## config.mk

```make
export PLATFORM = sky130hd
export DESIGN_NAME = pipe_seq_ctrl_flat
export DESIGN_NICKNAME = d
export VERILOG_FILES = /design/src/rtl/pipe_pkg.sv /design/src/rtl/pipe_seq_ctrl_if.sv /design/src/rtl/pipe_hazard_det.sv /design/src/rtl/pipe_seq_ctrl.sv /design/src/flat_wrapper.sv
export SDC_FILE = /design/constraint.sdc
export NUM_CORES = 1
export LEC_CHECK = 0
export ABC_AREA = 1
export CAP_MARGIN = 20
export CORE_ASPECT_RATIO = 1.25
export CORE_MARGIN = 3
export CORE_UTILIZATION = 35
export CTS_CLUSTER_SIZE = 28
export DETAILED_ROUTE_END_ITERATION = 7
export PLACE_DENSITY_LB_ADDON = 0.3
export SLEW_MARGIN = 0
export SYNTH_ARGS = -nofsm -noshare
export SYNTH_HDL_FRONTEND = slang
export SYNTH_HIERARCHICAL = 1
export SYNTH_SLANG_ARGS = --single-unit
```

## constraint.sdc

```tcl
create_clock -name clk -period 1.1 [get_ports clk]
set_clock_uncertainty 0.15 [all_clocks]
set_input_delay 0.11 -clock clk [delete_from_list [all_inputs] [get_ports clk]]
set_output_delay 0.11 -clock clk [all_outputs]
set_load 0.01 [all_outputs]
```

## src/rtl/pipe_pkg.sv

```systemverilog
// Shared types and helpers for the pipeline sequencing controller.
package pipe_pkg;

  typedef enum logic [2:0] {
    ST_IDLE   = 3'd0,
    ST_PUSH_C = 3'd1,
    ST_PUSH_I = 3'd2,
    ST_VEC    = 3'd3,
    ST_POP    = 3'd4,
    ST_RESUME = 3'd5
  } state_e;

  localparam int FD = 0;
  localparam int DE = 1;
  localparam int EM = 2;
  localparam int MW = 3;

  function automatic int pc_words(input int pc_w, input int data_w);
    return pc_w / data_w;
  endfunction

  // word_idx is never narrower than one bit, even for single-word PCs
  function automatic int widx_w(input int pc_w, input int data_w);
    int n;
    n = pc_words(pc_w, data_w);
    return (n <= 1) ? 1 : $clog2(n);
  endfunction

endpackage

```

## src/rtl/pipe_seq_ctrl_if.sv

```systemverilog
// Datapath <-> sequencing controller bundle; master = datapath, slave = controller.
interface pipe_seq_ctrl_if #(
  parameter int STAGES     = 5,
  parameter int REG_ADDR_W = 3,
  parameter int PC_W       = 32,
  parameter int DATA_W     = 16
);
  import pipe_pkg::*;

  localparam int WIDX_W = widx_w(PC_W, DATA_W);

  logic                  id_valid;
  logic [REG_ADDR_W-1:0] id_src1;
  logic [REG_ADDR_W-1:0] id_src2;
  logic                  id_use1;
  logic                  id_use2;
  logic                  ex_valid;
  logic                  ex_mem_read;
  logic [REG_ADDR_W-1:0] ex_dst;
  logic                  redirect;
  logic                  call_req;
  logic                  ret_req;
  logic                  irq;
  logic                  stall_fe;
  logic                  bubble_de;
  logic [STAGES-1:0]     flush;
  logic                  push_en;
  logic                  pop_en;
  logic [WIDX_W-1:0]     word_idx;
  logic                  pc_load;
  logic                  vec_load;
  logic                  busy;
  logic                  irq_ack;

  modport master (
    output id_valid, id_src1, id_src2, id_use1, id_use2,
    output ex_valid, ex_mem_read, ex_dst, redirect, call_req, ret_req, irq,
    input  stall_fe, bubble_de, flush, push_en, pop_en, word_idx,
    input  pc_load, vec_load, busy, irq_ack
  );

  modport slave (
    input  id_valid, id_src1, id_src2, id_use1, id_use2,
    input  ex_valid, ex_mem_read, ex_dst, redirect, call_req, ret_req, irq,
    output stall_fe, bubble_de, flush, push_en, pop_en, word_idx,
    output pc_load, vec_load, busy, irq_ack
  );

endinterface

```

## src/rtl/pipe_hazard_det.sv

```systemverilog
// Combinational load-use hazard detection and redirect flush generation.
module pipe_hazard_det #(
  parameter int STAGES       = 5,
  parameter int BRANCH_STAGE = 2,
  parameter int REG_ADDR_W   = 3
) (
  input  logic                  i_id_valid,
  input  logic [REG_ADDR_W-1:0] i_id_src1,
  input  logic [REG_ADDR_W-1:0] i_id_src2,
  input  logic                  i_id_use1,
  input  logic                  i_id_use2,
  input  logic                  i_ex_valid,
  input  logic                  i_ex_mem_read,
  input  logic [REG_ADDR_W-1:0] i_ex_dst,
  input  logic                  i_redirect,
  output logic                  o_hz_stall,
  output logic                  o_bubble,
  output logic [STAGES-1:0]     o_flush
);

  localparam logic [STAGES-1:0] FLUSH_MASK = STAGES'((64'd1 << BRANCH_STAGE) - 64'd1);

  logic w_hz;

  assign w_hz = i_id_valid & i_ex_valid & i_ex_mem_read &
                ((i_id_use1 & (i_id_src1 == i_ex_dst)) |
                 (i_id_use2 & (i_id_src2 == i_ex_dst)));

  // a redirect discards the younger instruction anyway, so the hazard is moot
  assign o_hz_stall = w_hz & ~i_redirect;
  assign o_bubble   = w_hz & ~i_redirect;
  assign o_flush    = i_redirect ? FLUSH_MASK : '0;

endmodule

```

## src/rtl/pipe_seq_ctrl.sv

```systemverilog
// Pipeline sequencing controller: hazard/redirect lines plus call/return/irq PC-stack FSM.
//   state     | meaning
//   IDLE      | no sequence active; ret/call/irq sampled here
//   PUSH_C    | pushing return PC words for a call
//   PUSH_I    | pushing return PC words for an interrupt
//   VEC       | load interrupt vector, flush front end
//   POP       | popping PC words for RET/RTI
//   RESUME    | load popped PC, flush front end
module pipe_seq_ctrl
  import pipe_pkg::*;
#(
  parameter int STAGES       = 5,
  parameter int BRANCH_STAGE = 2,
  parameter int REG_ADDR_W   = 3,
  parameter int PC_W         = 32,
  parameter int DATA_W       = 16
) (
  input logic           clk,
  input logic           reset,
  pipe_seq_ctrl_if.slave bus
);

  localparam int                PC_WORDS   = pc_words(PC_W, DATA_W);
  localparam int                WIDX_W     = widx_w(PC_W, DATA_W);
  localparam logic [WIDX_W-1:0] LAST_IDX   = WIDX_W'(PC_WORDS - 1);
  localparam logic [STAGES-1:0] FLUSH_MASK = STAGES'((64'd1 << BRANCH_STAGE) - 64'd1);

  state_e            r_state;
  logic [WIDX_W-1:0] r_cnt;
  logic              r_irq_pend;
  logic              r_push_en, r_pop_en, r_pc_load, r_vec_load, r_busy, r_irq_ack, r_fsm_stall;
  logic [STAGES-1:0] r_fsm_flush;

  state_e            w_state_nxt;
  logic [WIDX_W-1:0] w_cnt_nxt;
  logic              w_last;
  logic              w_push_nxt, w_pop_nxt, w_pc_load_nxt, w_vec_load_nxt;
  logic              w_busy_nxt, w_irq_ack_nxt, w_stall_nxt;
  logic [STAGES-1:0] w_flush_nxt;
  logic              w_hz_stall, w_bubble;
  logic [STAGES-1:0] w_rd_flush;

  pipe_hazard_det #(
    .STAGES      (STAGES),
    .BRANCH_STAGE(BRANCH_STAGE),
    .REG_ADDR_W  (REG_ADDR_W)
  ) u_hazard (
    .i_id_valid   (bus.id_valid),
    .i_id_src1    (bus.id_src1),
    .i_id_src2    (bus.id_src2),
    .i_id_use1    (bus.id_use1),
    .i_id_use2    (bus.id_use2),
    .i_ex_valid   (bus.ex_valid),
    .i_ex_mem_read(bus.ex_mem_read),
    .i_ex_dst     (bus.ex_dst),
    .i_redirect   (bus.redirect),
    .o_hz_stall   (w_hz_stall),
    .o_bubble     (w_bubble),
    .o_flush      (w_rd_flush)
  );

  assign w_last = (r_cnt == LAST_IDX);

  always_ff @(posedge clk) begin
    if (reset) begin
      r_state     <= ST_IDLE;
      r_cnt       <= '0;
      r_irq_pend  <= 1'b0;
      r_push_en   <= 1'b0;
      r_pop_en    <= 1'b0;
      r_pc_load   <= 1'b0;
      r_vec_load  <= 1'b0;
      r_busy      <= 1'b0;
      r_irq_ack   <= 1'b0;
      r_fsm_stall <= 1'b0;
      r_fsm_flush <= '0;
    end else begin
      r_state     <= w_state_nxt;
      r_cnt       <= w_cnt_nxt;
      // entering PUSH_I consumes the pending request
      r_irq_pend  <= w_irq_ack_nxt ? 1'b0 : (r_irq_pend | bus.irq);
      r_push_en   <= w_push_nxt;
      r_pop_en    <= w_pop_nxt;
      r_pc_load   <= w_pc_load_nxt;
      r_vec_load  <= w_vec_load_nxt;
      r_busy      <= w_busy_nxt;
      r_irq_ack   <= w_irq_ack_nxt;
      r_fsm_stall <= w_stall_nxt;
      r_fsm_flush <= w_flush_nxt;
    end
  end

  always_comb begin
    w_state_nxt = r_state;
    w_cnt_nxt   = '0;
    case (r_state)
      ST_IDLE: begin
        if (bus.ret_req)       w_state_nxt = ST_POP;
        else if (bus.call_req) w_state_nxt = ST_PUSH_C;
        else if (r_irq_pend)   w_state_nxt = ST_PUSH_I;
      end
      ST_PUSH_C: begin
        if (w_last) w_state_nxt = ST_IDLE;
        else        w_cnt_nxt   = r_cnt + WIDX_W'(1);
      end
      ST_PUSH_I: begin
        if (w_last) w_state_nxt = ST_VEC;
        else        w_cnt_nxt   = r_cnt + WIDX_W'(1);
      end
      ST_POP: begin
        if (w_last) w_state_nxt = ST_RESUME;
        else        w_cnt_nxt   = r_cnt + WIDX_W'(1);
      end
      ST_VEC, ST_RESUME: w_state_nxt = ST_IDLE;
      default:           w_state_nxt = ST_IDLE;
    endcase
  end

  // outputs are decoded from the next state so the registers line up with r_state
  always_comb begin
    w_push_nxt     = 1'b0;
    w_pop_nxt      = 1'b0;
    w_pc_load_nxt  = 1'b0;
    w_vec_load_nxt = 1'b0;
    w_busy_nxt     = 1'b0;
    w_irq_ack_nxt  = 1'b0;
    w_stall_nxt    = 1'b0;
    w_flush_nxt    = '0;
    case (w_state_nxt)
      ST_PUSH_C: begin
        w_push_nxt  = 1'b1;
        w_stall_nxt = 1'b1;
        w_busy_nxt  = 1'b1;
      end
      ST_PUSH_I: begin
        w_push_nxt    = 1'b1;
        w_stall_nxt   = 1'b1;
        w_busy_nxt    = 1'b1;
        w_irq_ack_nxt = (r_state == ST_IDLE);
      end
      ST_VEC: begin
        w_vec_load_nxt = 1'b1;
        w_flush_nxt    = FLUSH_MASK;
        w_busy_nxt     = 1'b1;
      end
      ST_POP: begin
        w_pop_nxt   = 1'b1;
        w_stall_nxt = 1'b1;
        w_busy_nxt  = 1'b1;
      end
      ST_RESUME: begin
        w_pc_load_nxt = 1'b1;
        w_flush_nxt   = FLUSH_MASK;
        w_busy_nxt    = 1'b1;
      end
      default: ;
    endcase
  end

  assign bus.stall_fe  = w_hz_stall | r_fsm_stall;
  assign bus.bubble_de = w_bubble;
  assign bus.flush     = w_rd_flush | r_fsm_flush;
  assign bus.push_en   = r_push_en;
  assign bus.pop_en    = r_pop_en;
  assign bus.word_idx  = r_cnt;
  assign bus.pc_load   = r_pc_load;
  assign bus.vec_load  = r_vec_load;
  assign bus.busy      = r_busy;
  assign bus.irq_ack   = r_irq_ack;

endmodule

```

## src/flat_wrapper.sv

```systemverilog
// flat-port wrapper written by rule: the top's interface ports become plain ports
module pipe_seq_ctrl_flat import pipe_pkg::*;
#(
  parameter int STAGES       = 5,
  parameter int BRANCH_STAGE = 2,
  parameter int REG_ADDR_W   = 3,
  parameter int PC_W         = 32,
  parameter int DATA_W       = 16
)
  (clk, reset, bus_id_valid, bus_id_src1, bus_id_src2, bus_id_use1, bus_id_use2, bus_ex_valid, bus_ex_mem_read, bus_ex_dst, bus_redirect, bus_call_req, bus_ret_req, bus_irq, bus_stall_fe, bus_bubble_de, bus_flush, bus_push_en, bus_pop_en, bus_word_idx, bus_pc_load, bus_vec_load, bus_busy, bus_irq_ack);
  pipe_seq_ctrl_if #(.STAGES(STAGES), .REG_ADDR_W(REG_ADDR_W), .PC_W(PC_W), .DATA_W(DATA_W)) bus_i ();
  input logic clk;
  input logic reset;
  input wire logic [$bits(bus_i.id_valid)-1:0] bus_id_valid;
  input wire logic [$bits(bus_i.id_src1)-1:0] bus_id_src1;
  input wire logic [$bits(bus_i.id_src2)-1:0] bus_id_src2;
  input wire logic [$bits(bus_i.id_use1)-1:0] bus_id_use1;
  input wire logic [$bits(bus_i.id_use2)-1:0] bus_id_use2;
  input wire logic [$bits(bus_i.ex_valid)-1:0] bus_ex_valid;
  input wire logic [$bits(bus_i.ex_mem_read)-1:0] bus_ex_mem_read;
  input wire logic [$bits(bus_i.ex_dst)-1:0] bus_ex_dst;
  input wire logic [$bits(bus_i.redirect)-1:0] bus_redirect;
  input wire logic [$bits(bus_i.call_req)-1:0] bus_call_req;
  input wire logic [$bits(bus_i.ret_req)-1:0] bus_ret_req;
  input wire logic [$bits(bus_i.irq)-1:0] bus_irq;
  output wire logic [$bits(bus_i.stall_fe)-1:0] bus_stall_fe;
  output wire logic [$bits(bus_i.bubble_de)-1:0] bus_bubble_de;
  output wire logic [$bits(bus_i.flush)-1:0] bus_flush;
  output wire logic [$bits(bus_i.push_en)-1:0] bus_push_en;
  output wire logic [$bits(bus_i.pop_en)-1:0] bus_pop_en;
  output wire logic [$bits(bus_i.word_idx)-1:0] bus_word_idx;
  output wire logic [$bits(bus_i.pc_load)-1:0] bus_pc_load;
  output wire logic [$bits(bus_i.vec_load)-1:0] bus_vec_load;
  output wire logic [$bits(bus_i.busy)-1:0] bus_busy;
  output wire logic [$bits(bus_i.irq_ack)-1:0] bus_irq_ack;
  assign bus_i.id_valid = bus_id_valid;
  assign bus_i.id_src1 = bus_id_src1;
  assign bus_i.id_src2 = bus_id_src2;
  assign bus_i.id_use1 = bus_id_use1;
  assign bus_i.id_use2 = bus_id_use2;
  assign bus_i.ex_valid = bus_ex_valid;
  assign bus_i.ex_mem_read = bus_ex_mem_read;
  assign bus_i.ex_dst = bus_ex_dst;
  assign bus_i.redirect = bus_redirect;
  assign bus_i.call_req = bus_call_req;
  assign bus_i.ret_req = bus_ret_req;
  assign bus_i.irq = bus_irq;
  assign bus_stall_fe = bus_i.stall_fe;
  assign bus_bubble_de = bus_i.bubble_de;
  assign bus_flush = bus_i.flush;
  assign bus_push_en = bus_i.push_en;
  assign bus_pop_en = bus_i.pop_en;
  assign bus_word_idx = bus_i.word_idx;
  assign bus_pc_load = bus_i.pc_load;
  assign bus_vec_load = bus_i.vec_load;
  assign bus_busy = bus_i.busy;
  assign bus_irq_ack = bus_i.irq_ack;
  pipe_seq_ctrl #(.STAGES(STAGES), .BRANCH_STAGE(BRANCH_STAGE), .REG_ADDR_W(REG_ADDR_W), .PC_W(PC_W), .DATA_W(DATA_W)) u_core (.clk(clk), .reset(reset), .bus(bus_i));
endmodule
```

==> metrics.csv <==
stage,metric,value,unit
outcome,status,"complete, but fails checks",
outcome,violations,negative setup slack,
timing,fin_crit_sh,118.7,%
cts,cts_buffers,3,
finish,diodes,0,
route,ant_nets,0,
finish,utilization,66.42,%
floorplan,initial_core_util,38.24,%
power_and_ir_drop,ir_drop,1.149,mV
worst_setup_path,ff2ff_setup_slack,-0.21,ns
worst_setup_path,cp.arrival,1.37,ns
synth,ys_seq_area_share,37.21,%
route,drc,0,
global_route,grt_usage,15.06,%
cts,clk_pin_slew,0.07,ns
route,routed_wirelength,1826,um
cts,cts_sinks,13,
global_route,grt_pass1_wl,2939,um
synth,synthAdderAreaFrac,0,%
worst_setup_path,path_class,reg -> reg,
global_route,grtUsageMet3,5.825,%
finish,final_cell_mix,"nand2_1 (18), buf_6 (13), nor2_1 (12), buf_4 (12), inv_1 (10)",
global_route,use_met2,26.77,%
worst_setup_path,cp.required,1.16,ns
synth,synth_compound_area_share,6.619,%
synth,synth_top_family_by_area,simple AND/OR/NAND/NOR gates,
global_route,grt_busiest_layer,met2,
timing,finalCriticalPeriod,1.306,ns
timing,fin_hold_ws,0.3173,ns
floorplan,num_rows,17,
floorplan,ios,34,
synth,synth_simple_gate_area_share,39.53,%
synth,yosys_warnings,6,
cts,htree_levels,1,
timing,drv_slew,0,
min_path,hold_class,in -> reg,
finish,fin_cells,166,
flow_run,cap_violations,0,
global_route,use_met1,14.09,%
worst_setup_path,start_kind,flop,
timing,fmax,765.7,MHz
finish,design_area,1215,sq um
floorplan,die_area,2574,sq um
power_and_ir_drop,finalPower,1.379,mW
synth,synth_xor_area_share,0,%
global_route,grt_max_degree,8,
route,first_pass_iters,5,
global_route,antenna_found_initial,0,
route,dr_total_vias,776,
finish,drive_gt1_share,54.42,%
timing,finalHoldViolations,0,
cts,ctsHoldBuffers,0,
cts,cts_tree,done,
synth,yosys.cell_types.count,24,
global_route,grt_pass1_vias,754,
finish,fin_nets,168,
route,wl_per_cell,11.00,um
route,drt_iter0_markers,11,
synth,synth_area_per_cell,6.857,sq um
floorplan,die_w,45.99,um
synth,synth_area,699.4,sq um
synth,ys_ff_latch,13,
route,viasPerCell,4.675,
synth,muxShareOfSynthArea,0,%
cts,clockRootBuffer,clkbuf_4,
finish,final_common_cell,nand2_1,
power_and_ir_drop,leakage,0.6256,nW
floorplan,die_y,55.98,um
floorplan,core_region_area,1829,sq um
cts,clkLatencyLatePin,0.26,ns
timing,finalSetupViolations,14,
global_route,gr-total-overflow,0,
placed_design,placed_area,1080,sq um
placed_design,dp_hpwl,1331,um
timing,rsz0062_at_grt,true,
worst_setup_path,crit_path_end_kind,flop,
power_and_ir_drop,power_density,1135,nW/um^2
placed_design,gp_congestion,0.8055,
worst_setup_path,cp_max_fo,4,
synth,synth_cells,102,
placed_design,port_buffers,30,
cts,clock_path_buffers,2,
placed_design,dp_cells,159,
timing,layout_setup_ws,-0.2061,ns
finish,area_delta_synth_final,73.70,%
[final timing paths]
path	depth (start not counted)	startpoint	end
setup / recovery	7	u_core/r_state[0]	u_core/r_fsm_stall
hold / removal	3	bus_irq	u_core/r_irq_pend
setup reg to reg	7	u_core/r_state[0]	u_core/r_fsm_stall
hold reg to reg	2	u_core/bus.word_idx	u_core/bus.word_idx
[synthesized netlist by cell type]
library cell,number,area [sq um]
nand2_1,23,86.33
nor2_1,18,67.56
inv_1,15,56.30
dfxtp_1,13,260.3
buf_4,6,45.04
nor2_2,3,18.77
or2_2,3,18.77
nand2_2,2,12.51
nand3_1,2,10.01
nand4_1,2,12.51
o21ai_0,2,10.01
a21oi_1,1,5.000
a21oi_2,1,8.760
a31oi_1,1,6.260
buf_6,1,11.26
conb_1,1,3.750
nand3_2,1,10.01
nor2_4,1,11.26
nor3_1,1,5.000
nor3_2,1,10.01
nor3b_1,1,7.510
o21ai_2,1,8.760
o21bai_1,1,7.510
or2_1,1,6.260
[metrics by stage]
| step | setup TNS (ns) | worst slack (ns) |
|---|---|---|
| 3_3_place_gp | -4.962 | -0.8856 |
| 2_1_floorplan | -0.1885 | -0.06651 |
| 4_1_cts | -0.9356 | -0.1282 |
| 3_5_place_dp | -5.237 | -0.9352 |
| 6_report | -1.512 | -0.2061 |
| 5_1_grt | -2.448 | -0.2769 |
[power by group]
part           internal [mW]  switching (mW)  total (mW)
combinational          0.294           0.250       0.543
sequential             0.526          0.0328       0.558
clock                  0.140           0.138       0.278
[routing by layer]
layer	wire [um]	up-vias
met5	0	-
met1	585	342
met3	164	6
met2	1050	35
li1	-	393
met4	27	0
[sequential cells by signal, summed over array words and instances (netlist names)]
name                 flops
u_core/bus.busy          1
u_core/bus.irq_ack       1
u_core/bus.pc_load       1
u_core/bus.pop_en        1
u_core/bus.push_en       1
u_core/bus.vec_load      1
u_core/bus.word_idx      1
u_core/r_fsm_flush       1
u_core/r_fsm_stall       1
u_core/r_irq_pend        1
u_core/r_state           3
[critical path: stages (launching register included)]
cell and delay, ns:
dfxtp_2 0.35, inv_1 0.09, nor2_1 0.06, nor2_2 0.15, nor2_4 0.07, nor3_4 0.20, nand2_1 0.12, nand2_1 0.08
[cell families (layout without fill, tap and decap cells)]
logic type	after synthesis	after routing
other	1	3
buffers and inverters	22	65
DFF	13	13
AOI/OAI and AO/OA	7	7
and+or+nand+nor	59	59
[what timing repair did]
action / 4_1_cts / 5_1_grt
pin swaps: 29 / 21
setup endpoints to repair: 21 / 23
resized for setup: 104 / 34
buffers inserted: 1 / 2
[layout make-up]
class	count	area [sq um]
Fill cell	160	614.3
Multi-Input combinational cell	69	427.9
Timing Repair Buffer	46	406.6
Sequential cell	13	269.0
Inverter	15	61.31
Clock buffer	4	26.28
Tap cell	19	23.77
Note: power is estimated with default switching activity, not from simulation.
